`src/rtl/arith_pkg.sv`:
```
// ============================================================================
// Module   : arith_pkg
// Purpose  : Shared types and elaboration helpers for the chunked adders.
// Revision : 1.0 - initial release
// ============================================================================
`default_nettype none

package arith_pkg;

    typedef enum logic [1:0] {
        ST_IDLE = 2'd0,
        ST_ADD  = 2'd1,
        ST_DONE = 2'd2
    } state_t;

    function automatic int ceil_div(input int num, input int den);
        return (num + den - 1) / den;
    endfunction

    // A single-chunk configuration still needs a one-bit index.
    function automatic int idx_width(input int count);
        return (count > 1) ? $clog2(count) : 1;
    endfunction

endpackage

`default_nettype wire

```
`src/rtl/ripple_chunk_adder.sv`:
```
// ============================================================================
// Module   : ripple_chunk_adder
// Purpose  : Combinational WIDTH-bit unsigned ripple adder with carry in/out.
// Revision : 1.0 - initial release
// ============================================================================
`default_nettype none

module ripple_chunk_adder #(
    parameter int WIDTH = 8
) (
    input  logic [WIDTH-1:0] a,
    input  logic [WIDTH-1:0] b,
    input  logic             cin,
    output logic [WIDTH-1:0] sum,
    output logic             cout
);

    logic [WIDTH:0] w_carry;

    assign w_carry[0] = cin;

    for (genvar i = 0; i < WIDTH; i++) begin : g_bit
        assign sum[i]       = a[i] ^ b[i] ^ w_carry[i];
        assign w_carry[i+1] = (a[i] & b[i]) | (w_carry[i] & (a[i] ^ b[i]));
    end

    assign cout = w_carry[WIDTH];

endmodule

`default_nettype wire

```
`src/rtl/chunked_zext_adder.sv`:
```
// ============================================================================
// Module   : chunked_zext_adder
// Purpose  : Multi-cycle Sum = A + zext(B), CHUNK bits per clock, valid/ready.
//            Define CHUNK_ADDER_EARLY_EXIT_EN to finish once no carry and no
//            further B bits remain.
// Revision : 1.0 - initial release
// ============================================================================
`default_nettype none

module chunked_zext_adder
    import arith_pkg::*;
#(
    parameter int A_WIDTH = 41,
    parameter int B_WIDTH = 15,
    parameter int CHUNK   = 8
) (
    input  logic               clk,
    input  logic               rst_n,
    input  logic               in_valid,
    output logic               in_ready,
    input  logic [A_WIDTH-1:0] A,
    input  logic [B_WIDTH-1:0] B,
    output logic               out_valid,
    input  logic               out_ready,
    output logic [A_WIDTH:0]   Sum
);

    localparam int c_nchunk = ceil_div(A_WIDTH, CHUNK);
    localparam int c_pad_w  = c_nchunk * CHUNK;
    localparam int c_idx_w  = idx_width(c_nchunk);
    localparam logic [c_idx_w-1:0] c_last_idx = c_idx_w'(c_nchunk - 1);

    if (B_WIDTH > A_WIDTH) begin : g_width_check
        $error("chunked_zext_adder: B_WIDTH must not exceed A_WIDTH");
    end

    state_t               r_state;
    state_t               w_state_next;
    logic [c_pad_w-1:0]   r_a;
    logic [c_pad_w-1:0]   r_b;
    logic [c_pad_w:0]     r_sum;
    logic [c_pad_w:0]     w_sum_next;
    logic                 r_carry;
    logic [c_idx_w-1:0]   r_idx;
    logic [CHUNK-1:0]     w_a_chunk;
    logic [CHUNK-1:0]     w_b_chunk;
    logic [CHUNK-1:0]     w_chunk_sum;
    logic                 w_cout;
    logic                 w_last;
    logic                 w_early;
    logic                 w_accept;
    logic                 w_unused;
    int unsigned          w_base;

    assign w_base    = 32'(r_idx) * CHUNK;
    assign w_a_chunk = CHUNK'(r_a >> w_base);
    assign w_b_chunk = CHUNK'(r_b >> w_base);
    assign w_last    = (r_idx == c_last_idx);
    assign w_accept  = in_valid && in_ready;

    ripple_chunk_adder #(
        .WIDTH (CHUNK)
    ) u_chunk_adder (
        .a    (w_a_chunk),
        .b    (w_b_chunk),
        .cin  (r_carry),
        .sum  (w_chunk_sum),
        .cout (w_cout)
    );

`ifdef CHUNK_ADDER_EARLY_EXIT_EN
    logic w_b_hi_zero;

    // Nothing left to add once the carry dies and B has no higher bits.
    always_comb begin
        w_b_hi_zero = 1'b1;
        for (int j = 0; j < c_nchunk; j++) begin
            if ((j > int'(r_idx)) && (r_b[j*CHUNK +: CHUNK] != '0)) begin
                w_b_hi_zero = 1'b0;
            end
        end
        w_early = (r_state == ST_ADD) && !w_cout && w_b_hi_zero;
    end
`else
    assign w_early = 1'b0;
`endif

    always_comb begin
        w_sum_next = r_sum;
        for (int j = 0; j < c_nchunk; j++) begin
            if (j == int'(r_idx)) begin
                w_sum_next[j*CHUNK +: CHUNK] = w_chunk_sum;
            end else if (w_early && (j > int'(r_idx))) begin
                w_sum_next[j*CHUNK +: CHUNK] = r_a[j*CHUNK +: CHUNK];
            end
        end
        // Top bit of the padded result holds the final carry when no pad exists.
        if (w_last) begin
            w_sum_next[c_pad_w] = w_cout;
        end
    end

    always_ff @(posedge clk) begin
        if (!rst_n) begin
            r_a     <= '0;
            r_b     <= '0;
            r_sum   <= '0;
            r_carry <= 1'b0;
            r_idx   <= '0;
        end else if (w_accept) begin
            r_a     <= c_pad_w'(A);
            r_b     <= c_pad_w'(B);
            r_sum   <= '0;
            r_carry <= 1'b0;
            r_idx   <= '0;
        end else if (r_state == ST_ADD) begin
            r_sum   <= w_sum_next;
            r_carry <= w_cout;
            r_idx   <= r_idx + c_idx_w'(1);
        end
    end

    always_ff @(posedge clk) begin
        if (!rst_n) begin
            r_state <= ST_IDLE;
        end else begin
            r_state <= w_state_next;
        end
    end

    always_comb begin
        w_state_next = r_state;
        case (r_state)
            ST_IDLE: if (in_valid)             w_state_next = ST_ADD;
            ST_ADD:  if (w_last || w_early)    w_state_next = ST_DONE;
            ST_DONE: if (out_ready)            w_state_next = ST_IDLE;
            default:                           w_state_next = ST_IDLE;
        endcase
    end

    always_comb begin
        in_ready  = (r_state == ST_IDLE);
        out_valid = (r_state == ST_DONE);
    end

    assign Sum      = r_sum[A_WIDTH:0];
    assign w_unused = ^r_sum;

endmodule

`default_nettype wire
```
`config.mk`:
```
export PLATFORM = sky130hd
export DESIGN_NAME = chunked_zext_adder
export DESIGN_NICKNAME = d
export VERILOG_FILES = /design/src/rtl/arith_pkg.sv /design/src/rtl/ripple_chunk_adder.sv /design/src/rtl/chunked_zext_adder.sv
export SDC_FILE = /design/constraint.sdc
export NUM_CORES = 1
export LEC_CHECK = 0
export CORE_MARGIN = 2
export CORE_UTILIZATION = 65
export CTS_CLUSTER_DIAMETER = 40
export DETAILED_ROUTE_END_ITERATION = 10
export DONT_BUFFER_PORTS = 1
export PLACE_DENSITY = 0.81
export SLEW_MARGIN = 20
export SYNTH_ARGS = -nofsm -noshare
export SYNTH_HDL_FRONTEND = slang
export SYNTH_SLANG_ARGS = --single-unit
```
`constraint.sdc`:
```
create_clock -name clk -period 10.6 [get_ports clk]
set_input_delay 2.12 -clock clk [delete_from_list [all_inputs] [get_ports clk]]
set_output_delay 2.12 -clock clk [all_outputs]
set_load 0.02 [all_outputs]
```
==> results of run 1 <==
cell families after synthesis:
family / Yosys count / share of synthesized area, %
flip-flops: 104 / 45.2
buffers and inverters: 45 / 5.16
multiplexers: 47 / 10.5
AO/OA/AOI/OAI: 102 / 15.0
AND/OR/NAND/NOR: 204 / 19.2
XOR/XNOR: 1 / 0.190
adder cells (fa/ha/maj): 13 / 4.83
power by group:
group / switching [mW] / internal [mW]
sequential: 0.0134 / 0.406
clock: 0.148 / 0.0927
combinational: 0.0524 / 0.0332
total: 0.214 / 0.532
state kept, by name, indices dropped and copies added, names as in the netlist:
register,flops
r_a,41
r_carry,1
r_idx,3
r_sum,42
r_state,2
r_b,15
worst paths after layout:
path	end	startpoint	slack, ps	depth (start not counted)
min reg2reg	r_a[16]	r_a[16]	460	2
min	r_a[16]	r_a[16]	460	2
max reg2reg	r_sum[31]	r_idx[2]	5610	13
max	r_sum[31]	r_idx[2]	5610	13
routing by layer:
layer	wire length (µm)	global-route usage, %	up-vias
li1	-	-	1657
met1	4320	33.8	1544
met2	4270	37.8	99
met5	0	0	-
met3	709	7.16	13
met4	140	7.02	0
worst max-delay path: stages, from the launching register on:
cell and delay, ps:
dfxtp_1 940, inv_1 250, a21oi_1 240, fa_1 190, inv_1 50, fa_1 370
fa_1 390, fa_1 400, fa_1 420, fa_1 400, fa_1 410, fa_1 590
nand3_1 90, a21oi_1 170
final cells by class:
class / count / area [µm²] / area share, %
inverter: 5 / 18.8 / 0.397
tap: 96 / 120 / 2.54
multi-input combinational: 367 / 2290 / 48.5
clock inverter: 7 / 73.8 / 1.56
timing repair buffer: 2 / 15.0 / 0.318
sequential: 104 / 2080 / 44.0
clock buffer: 9 / 124 / 2.62
metrics by stage:
step	area, µm²	std cells	utilization (%)	hold WS (ps)	worst slack, ps
after floorplan	4610	516	-	430	6120
after global placement	4530	574	66.3	444	5800
after detailed placement	4530	574	66.3	444	5650
after CTS	4730	590	69.2	457	5630
after global routing	4730	590	69.2	481	5220
final	4730	590	69.2	458	5610
placed cells by master (no fill, tap or decap), types with 2 or more instances in the layout:
cell / netlist / routed
nand2_1: 135 / 135
dfxtp_1: 104 / 104
mux2i_1: 45 / 45
nor2_1: 38 / 38
a21boi_1: 30 / 30
a21boi_0: 26 / 26
a21oi_1: 17 / 17
o21ai_0: 14 / 14
clkbuf_8: 0 / 9
nand3_1: 8 / 8
nand3b_1: 8 / 8
o21a_1: 8 / 8
fa_1: 8 / 8
a211oi_1: 6 / 6
inv_1: 5 / 5
ha_1: 5 / 5
nor2b_1: 4 / 4
and4bb_2: 3 / 3
clkinv_4: 0 / 3
and4b_1: 2 / 2
inv_8: 0 / 2
buf_4: 2 / 2
==> flow_summary.toml, run 1 <==
[status]
status = "finished clean"

[hold_path]
hold_class = "reg -> reg"

[sta]
slew_headroom_pct = 25.7
finalCriticalPeriod_ps = 4990
worst_slew_pin_slew_ps = 1110
maxSlewViolCount = 0
setup_tns_ps = 0
post-route-period-util_pct = 47.1
rsz0062_at_grt = "no"
max_freq_mhz = 200
finalHoldViolCount = 0
setup_viol = 0
fin_skew_ps = 22.3

[yosys]
synth_area_leader_cell = "dfxtp_1"
syn_area_per_cell_um2 = 8.93
synth_area_leaders = "dfxtp_1, nand2_1, mux2i_1"
ys_seq_elements = 104
ys_seq_area_share_pct = 45.2
ys.flop_type = "dfxtp_1"
synth_edf_count = 0
netlist_instances = 516
synth_common_cells = "nand2_1, dfxtp_1, mux2i_1, nor2_1, a21boi_1"
synth_most_common_cell = "nand2_1"
synth_top_area_share_pct = 45.2
ys_types = 32
synthArstFlopShare_pct = 0
synthesis.area_um2 = 4610
synth_fp_nets = 589
ys_warn_count = 0

[job]
drv_cap = 0

[setup_path]
end_kind = "flip-flop"
required_ps = 10890
cp-start-kind = "flip-flop"
worst_ep_arrival_time_ps = 5280
crit_fanout = 30
worst-setup-path-type = "reg -> reg"

[cts]
cts-hold-fix-buffers = 0
cts_tree = "yes"
postCtsSetupBuffers = 0
cts_resized = 0
h-tree-depth = 3
cts_made_buffers = 9
clock_latency_ps = 380
cts.clk_slew.worst_paths_ps = 100
clockRootBuffer = "clkbuf_8"
cts.sinks = 104
clockBufferDepth = 2

[drt]
wl_per_cell_um = 16.0
drc_errors = 0
final_antenna_net_count = 0
dr.pass1.iters = 4
routed_wl_um = 9440
routed_via_density = 5.62
drt_iter0_drc = 293
vias = 3313

[global_routing]
antenna_found_initial = 0
groute.usage.overall_pct = 24.6
grt_pass1_wl_um = 14800
grt_max_degree = 60
overflow = 0
grt_pass1_vias = 3048

[die]
die_h_um = 88.2
die-area_um2 = 7780
core_area_um2 = 6830
start_util_pct = 67.5
fp-row-count = 30
fp.dieW_um = 88.2
ios = 104

[power_and_ir_drop]
p_per_area_nw_per_um2 = 158
power_leakage_nw = 1.64
power.total_mw = 0.746
peakVddDrop_v = 0.0000912

[layout]
layout.nets = 562
area_delta_synth_final_pct = 2.61
n_antenna_cell = 0
drive_above_1_share_pct = 5.26
n_fill_cell = 582

[placed_design]
io_buffer_count = 0
place_hpwl_um = 6570
gp_congestion = 0.788
No activity file was read; power rests on OpenSTA's default activity.
==> run 2: changes to the inputs <==
Settings changed: CORE_UTILIZATION 65 to 63, PLACE_DENSITY 0.81 to 0.79.
Clock period 10.6 ns to 4.6 ns, I/O delays scaled along.
==> run 2 against run 1 <==
Effect of this change: hold slack gained 0.71 ps; first-iteration DRC count is 45% lower; final area rose by 1.6%; register-to-register slack lost 5400 ps; largest cell class unchanged; highest routed layer unchanged.
==> flow_summary.toml, run 2 (same netlist as run 1, synthesis figures left out) <==
[setup_path]
crit_chain = "mux4_2 -> a21oi_2 -> fa_1 -> inv_1 -> fa_1 -> fa_2 -> fa_1 -> fa_2 -> fa_2 -> fa_2 -> fa_2 -> nand3_1 -> a21oi_2"
crit_top_cell = "fa_2"
end_kind = "flip-flop"
max_stage_delay_ps = 640
required_ps = 4900
crit_fanout = 5
worst_ep_arrival_time_ps = 4740
slowest_stage = "fa_2"
r2r_slack_ps = 160
cp-start-kind = "flip-flop"
cp_num_buf_inv = 1
critPathTopFamily = "adder cells"
worst-setup-path-type = "reg -> reg"

[drt]
dr.pass1.iters = 4
drt_iter0_drc = 161
final_antenna_net_count = 0
routed_wl_um = 9500
vias = 3323
drc_errors = 0
wl_per_cell_um = 15.9
routed_via_density = 5.57

[sta]
setup_viol = 0
maxSlewViolCount = 0
max_freq_mhz = 225
worst_slew_pin_slew_ps = 819
fin_skew_ps = 10.2
setup_tns_ps = 0
finalHoldViolCount = 0
finalCriticalPeriod_ps = 4440
rsz0062_at_grt = "no"
post-route-period-util_pct = 96.5
slew_headroom_pct = 45.2

[cts]
cts_tree = "yes"
clock_latency_ps = 370
h-tree-depth = 3
clockBufferDepth = 2
clockRootBuffer = "clkbuf_8"
cts_made_buffers = 9
cts.sinks = 104
cts.clk_slew.worst_paths_ps = 100

[layout]
drive_above_1_share_pct = 7.83
area_delta_synth_final_pct = 4.29
largest_register_ffs = 42
top_register = "r_sum"
layout.nets = 566
n_antenna_cell = 0
top_regs = "r_sum (42), r_a (41), r_b (15)"
final_cell_mix = "nand2_1, dfxtp_1, mux2i_1"
final_common_cell = "nand2_1"

[die]
core_area_um2 = 7180
fp-row-count = 31
start_util_pct = 64.2
die-area_um2 = 8010
ios = 104
fp.dieW_um = 89.5
die_h_um = 89.5

[power_and_ir_drop]
power_leakage_nw = 1.66
power.total_mw = 1.76
peakVddDrop_v = 0.000215
p_per_area_nw_per_um2 = 367

[global_routing]
use_met3_pct = 6.37
gr-usage-met1_pct = 34.0
grt_pass1_vias = 2994
gr-usage-met2_pct = 35.8
grt_pass1_wl_um = 14600
grt_max_degree = 60
busiest_layer = "met2"
antenna_found_initial = 0
groute.usage.overall_pct = 24.0
overflow = 0

[placed_design]
gp_congestion = 0.905
place_hpwl_um = 6810
io_buffer_count = 0

[job]
drv_cap = 0

[hold_path]
hold_class = "reg -> reg"

[status]
status = "finished clean"
-- run 2: cell count changes in the layout (fill, tap and decap cells not counted), sizes merged --
cell      change
buf           +4
inv           +1
bufinv        +1
clkinv        -3
clkinvlp      +1
-- run 2: worst min-delay path: stages (launching register included) --
cell and delay, ps:
dfxtp_1 320, nand2_1 50, a21boi_1 50
-- run 2: per-layer routing --
| metal | wire length [µm] | vias up |
|---|---|---|
| met4 | 155 | 0 |
| met3 | 662 | 13 |
| met2 | 4220 | 111 |
| li1 | - | 1669 |
| met1 | 4450 | 1530 |
| met5 | 0 | - |
-- run 2: path summary, 6_finish.rpt --
| kind | end | from | cells past startpoint |
|---|---|---|---|
| max reg2reg | r_sum[31] | r_idx[0] | 13 |
| max | r_sum[31] | r_idx[0] | 13 |
| min | r_b[12] | r_b[12] | 2 |
| min reg2reg | r_b[12] | r_b[12] | 2 |
-- run 2: repair_timing --
item	4_1_cts	5_1_grt
setup buffers	0	0
pin swaps	0	2
gates resized for setup	3	7
endpoints found under the setup margin	4	5
hold buffers	0	0
-- run 2: where the power goes --
group / switching (mW) / leakage (nW) / total [mW] / internal, mW
combinational: 0.126 / 0.711 / 0.208 / 0.0822
clock: 0.325 / 0.104 / 0.589 / 0.264
sequential: 0.0284 / 0.848 / 0.965 / 0.936
-- run 2: per-stage QoR --
step                setup slack, ps  instance area (µm²)  std cells  hold slack (ps)  utilization (%)
floorplan                       122                 4610        516              430                -
global placement                128                 4560        581              444             63.6
detailed placement             11.6                 4560        581              447             63.6
CTS                            20.8                 4780        597              462             66.7
global route                   45.6                 4810        597              481             67.0
finish                          162                 4810        597              458             67.0
-- run 2: layout make-up --
| class | instances | area (µm²) |
|---|---|---|
| clock inverter | 7 | 86.3 |
| timing repair buffer | 6 | 52.6 |
| fill | 583 | 2370 |
| multi-input combinational | 367 | 2320 |
| tap | 99 | 124 |
| clock buffer | 9 | 124 |
| inverter | 5 | 18.8 |
| sequential | 104 | 2080 |
==> run 3: changes to the inputs <==
Settings changed: CORE_UTILIZATION 63 to 35, PLACE_DENSITY 0.79 to default.
==> run 3 against run 2 <==
Effect of this change: non-clock buffer count is 2 higher; hold slack got worse by 5.5 ps; sequential share of layout area fell by 1.7 points; clock power is 33% higher; flip-flop and latch count is the same; first-iteration DRC count down 12%; via count fell by 0.90%; critical path type unchanged; highest routed layer is now met5.
==> flow_summary.toml, run 3 (same netlist as run 1, synthesis figures left out) <==
[power_and_ir_drop]
peakVddDrop_v = 0.000280
p_sw_mw = 0.517
pwr-share-comb_pct = 11.1
power.total_mw = 1.96
p_per_area_nw_per_um2 = 393
swShare_pct = 26.3
intPower_mw = 1.45
power_leakage_nw = 1.71
clkPwrFrac_pct = 39.9
seqPwrFrac_pct = 49.1

[cts]
h-tree-depth = 3
cts-hold-fix-buffers = 0
cts_made_buffers = 9
cts.sinks = 104
cts.clk_slew.worst_paths_ps = 70
clock_latency_ps = 360
cts_tree = "yes"
clockBufferDepth = 2
clockRootBuffer = "clkbuf_16"

[job]
drv_cap = 0

[layout]
final_common_cell = "nand2_1"
top_register = "r_sum"
largest_register_ffs = 42
fin_area_um2 = 5000
drive_above_1_share_pct = 7.80
instances_no_fill = 672
fin_util_pct = 39.3
layout.nets = 568
top_regs = "r_sum (42), r_a (41), r_b (15)"
n_antenna_cell = 0
area_delta_synth_final_pct = 8.44
n_fill_cell = 1337
final_cell_mix = "nand2_1, dfxtp_1, mux2i_1"

[setup_path]
end_kind = "flip-flop"
worst-setup-path-type = "reg -> reg"
required_ps = 4870
cp-startpoint = "r_idx[0]"
rr_endpoint = "r_sum[31]"
timing.rr.start = "r_idx[0]"
worst_ep_arrival_time_ps = 4670
reg2regPathDepth = 13
r2r_slack_ps = 210
crit_fanout = 5
cp-start-kind = "flip-flop"

[global_routing]
grt_pass1_wl_um = 17200
grt_pass1_vias = 3280
grt_max_degree = 60
antenna_found_initial = 1
overflow = 0
groute.usage.overall_pct = 15.7

[sta]
fin_skew_ps = 7.63
rsz0062_at_grt = "no"
max_freq_mhz = 228
finalHoldViolCount = 0
post-route-period-util_pct = 95.5
maxSlewViolCount = 0
setup_viol = 0
finalCriticalPeriod_ps = 4390
slew_headroom_pct = 25.1
setup_tns_ps = 0
worst_hold_slack_ps = 453
worst_slack_ps = 206
worst_slew_pin_slew_ps = 1120

[placed_design]
io_buffer_count = 0
gp_congestion = 0.807
post-place-ws_ps = 35.3
place_inst = 656
dpl_cell_area_um2 = 4670
place_hpwl_um = 7640

[drt]
vias = 3293
routed_wl_um = 10800
dr.pass1.iters = 4
final_antenna_net_count = 0
drc_errors = 0
wl_per_cell_um = 16.0
drt_iter0_drc = 142
routed_via_density = 4.90

[die]
start_util_pct = 36.2
core_area_um2 = 12700
die_h_um = 119
ios = 104
fp.dieW_um = 119
die-area_um2 = 14100
fp-row-count = 41

[hold_path]
hold_path_depth = 2
worst_hold_path.endpoint = "r_a[2]"
hold_class = "reg -> reg"
hold_start = "r_a[2]"

[status]
status = "finished clean"
==> run 3: what timing repair did <==
item	in CTS	in global routing
endpoints found under the hold margin	0	0
endpoints found under the setup margin	0	5
setup buffers	0	0
gates resized for setup	0	8
==> run 3: how the worst max path moves through the flow <==
stage,slack [ps],end
after floorplan,120,r_sum[31]
after global placement,110,r_sum[31]
after detailed placement,40,r_sum[31]
after CTS,10,r_sum[31]
after global routing,50,r_sum[31]
final,210,r_sum[31]
==> run 3: area by class of cell <==
cell class / instances / area, µm² / area share (%)
multi-input cells: 367 / 2310 / 46.2
repair buffers: 8 / 63.8 / 1.28
well taps: 172 / 215 / 4.31
clock buffers: 9 / 225 / 4.51
clock inverters: 7 / 80.1 / 1.60
inverters: 5 / 18.8 / 0.376
flip-flops and latches: 104 / 2080 / 41.7
==> run 3: worst max-delay path, cell delays in order, from the launching register on <==
cell	delay [ps]
dfxtp_2	340
mux4_2	510
a21oi_2	160
fa_1	190
inv_1	50
fa_1	370
fa_1	400
fa_2	350
fa_2	350
fa_2	350
fa_2	360
fa_2	620
nand3_1	90
a21oi_1	170
==> run 3: power groups by stage <==
stage | Combinational (mW) | Sequential, mW | Clock (mW)
2_1_floorplan | 0.174 | 0.975 | 0
3_3_place_gp | 0.211 | 0.983 | 0
3_5_place_dp | 0.215 | 0.984 | 0
4_1_cts | 0.216 | 0.964 | 0.805
5_1_grt | 0.241 | 0.968 | 0.837
6_report | 0.217 | 0.964 | 0.783
==> run 3: routing by layer <==
layer | vias to the layer above | GRT usage [%] | wire [µm]
li1 | 1676 | - | -
met1 | 1515 | 20.6 | 5150
met2 | 84 | 24.6 | 4730
met3 | 16 | 5.26 | 724
met4 | 2 | 4.39 | 138
met5 | - | 0 | 8
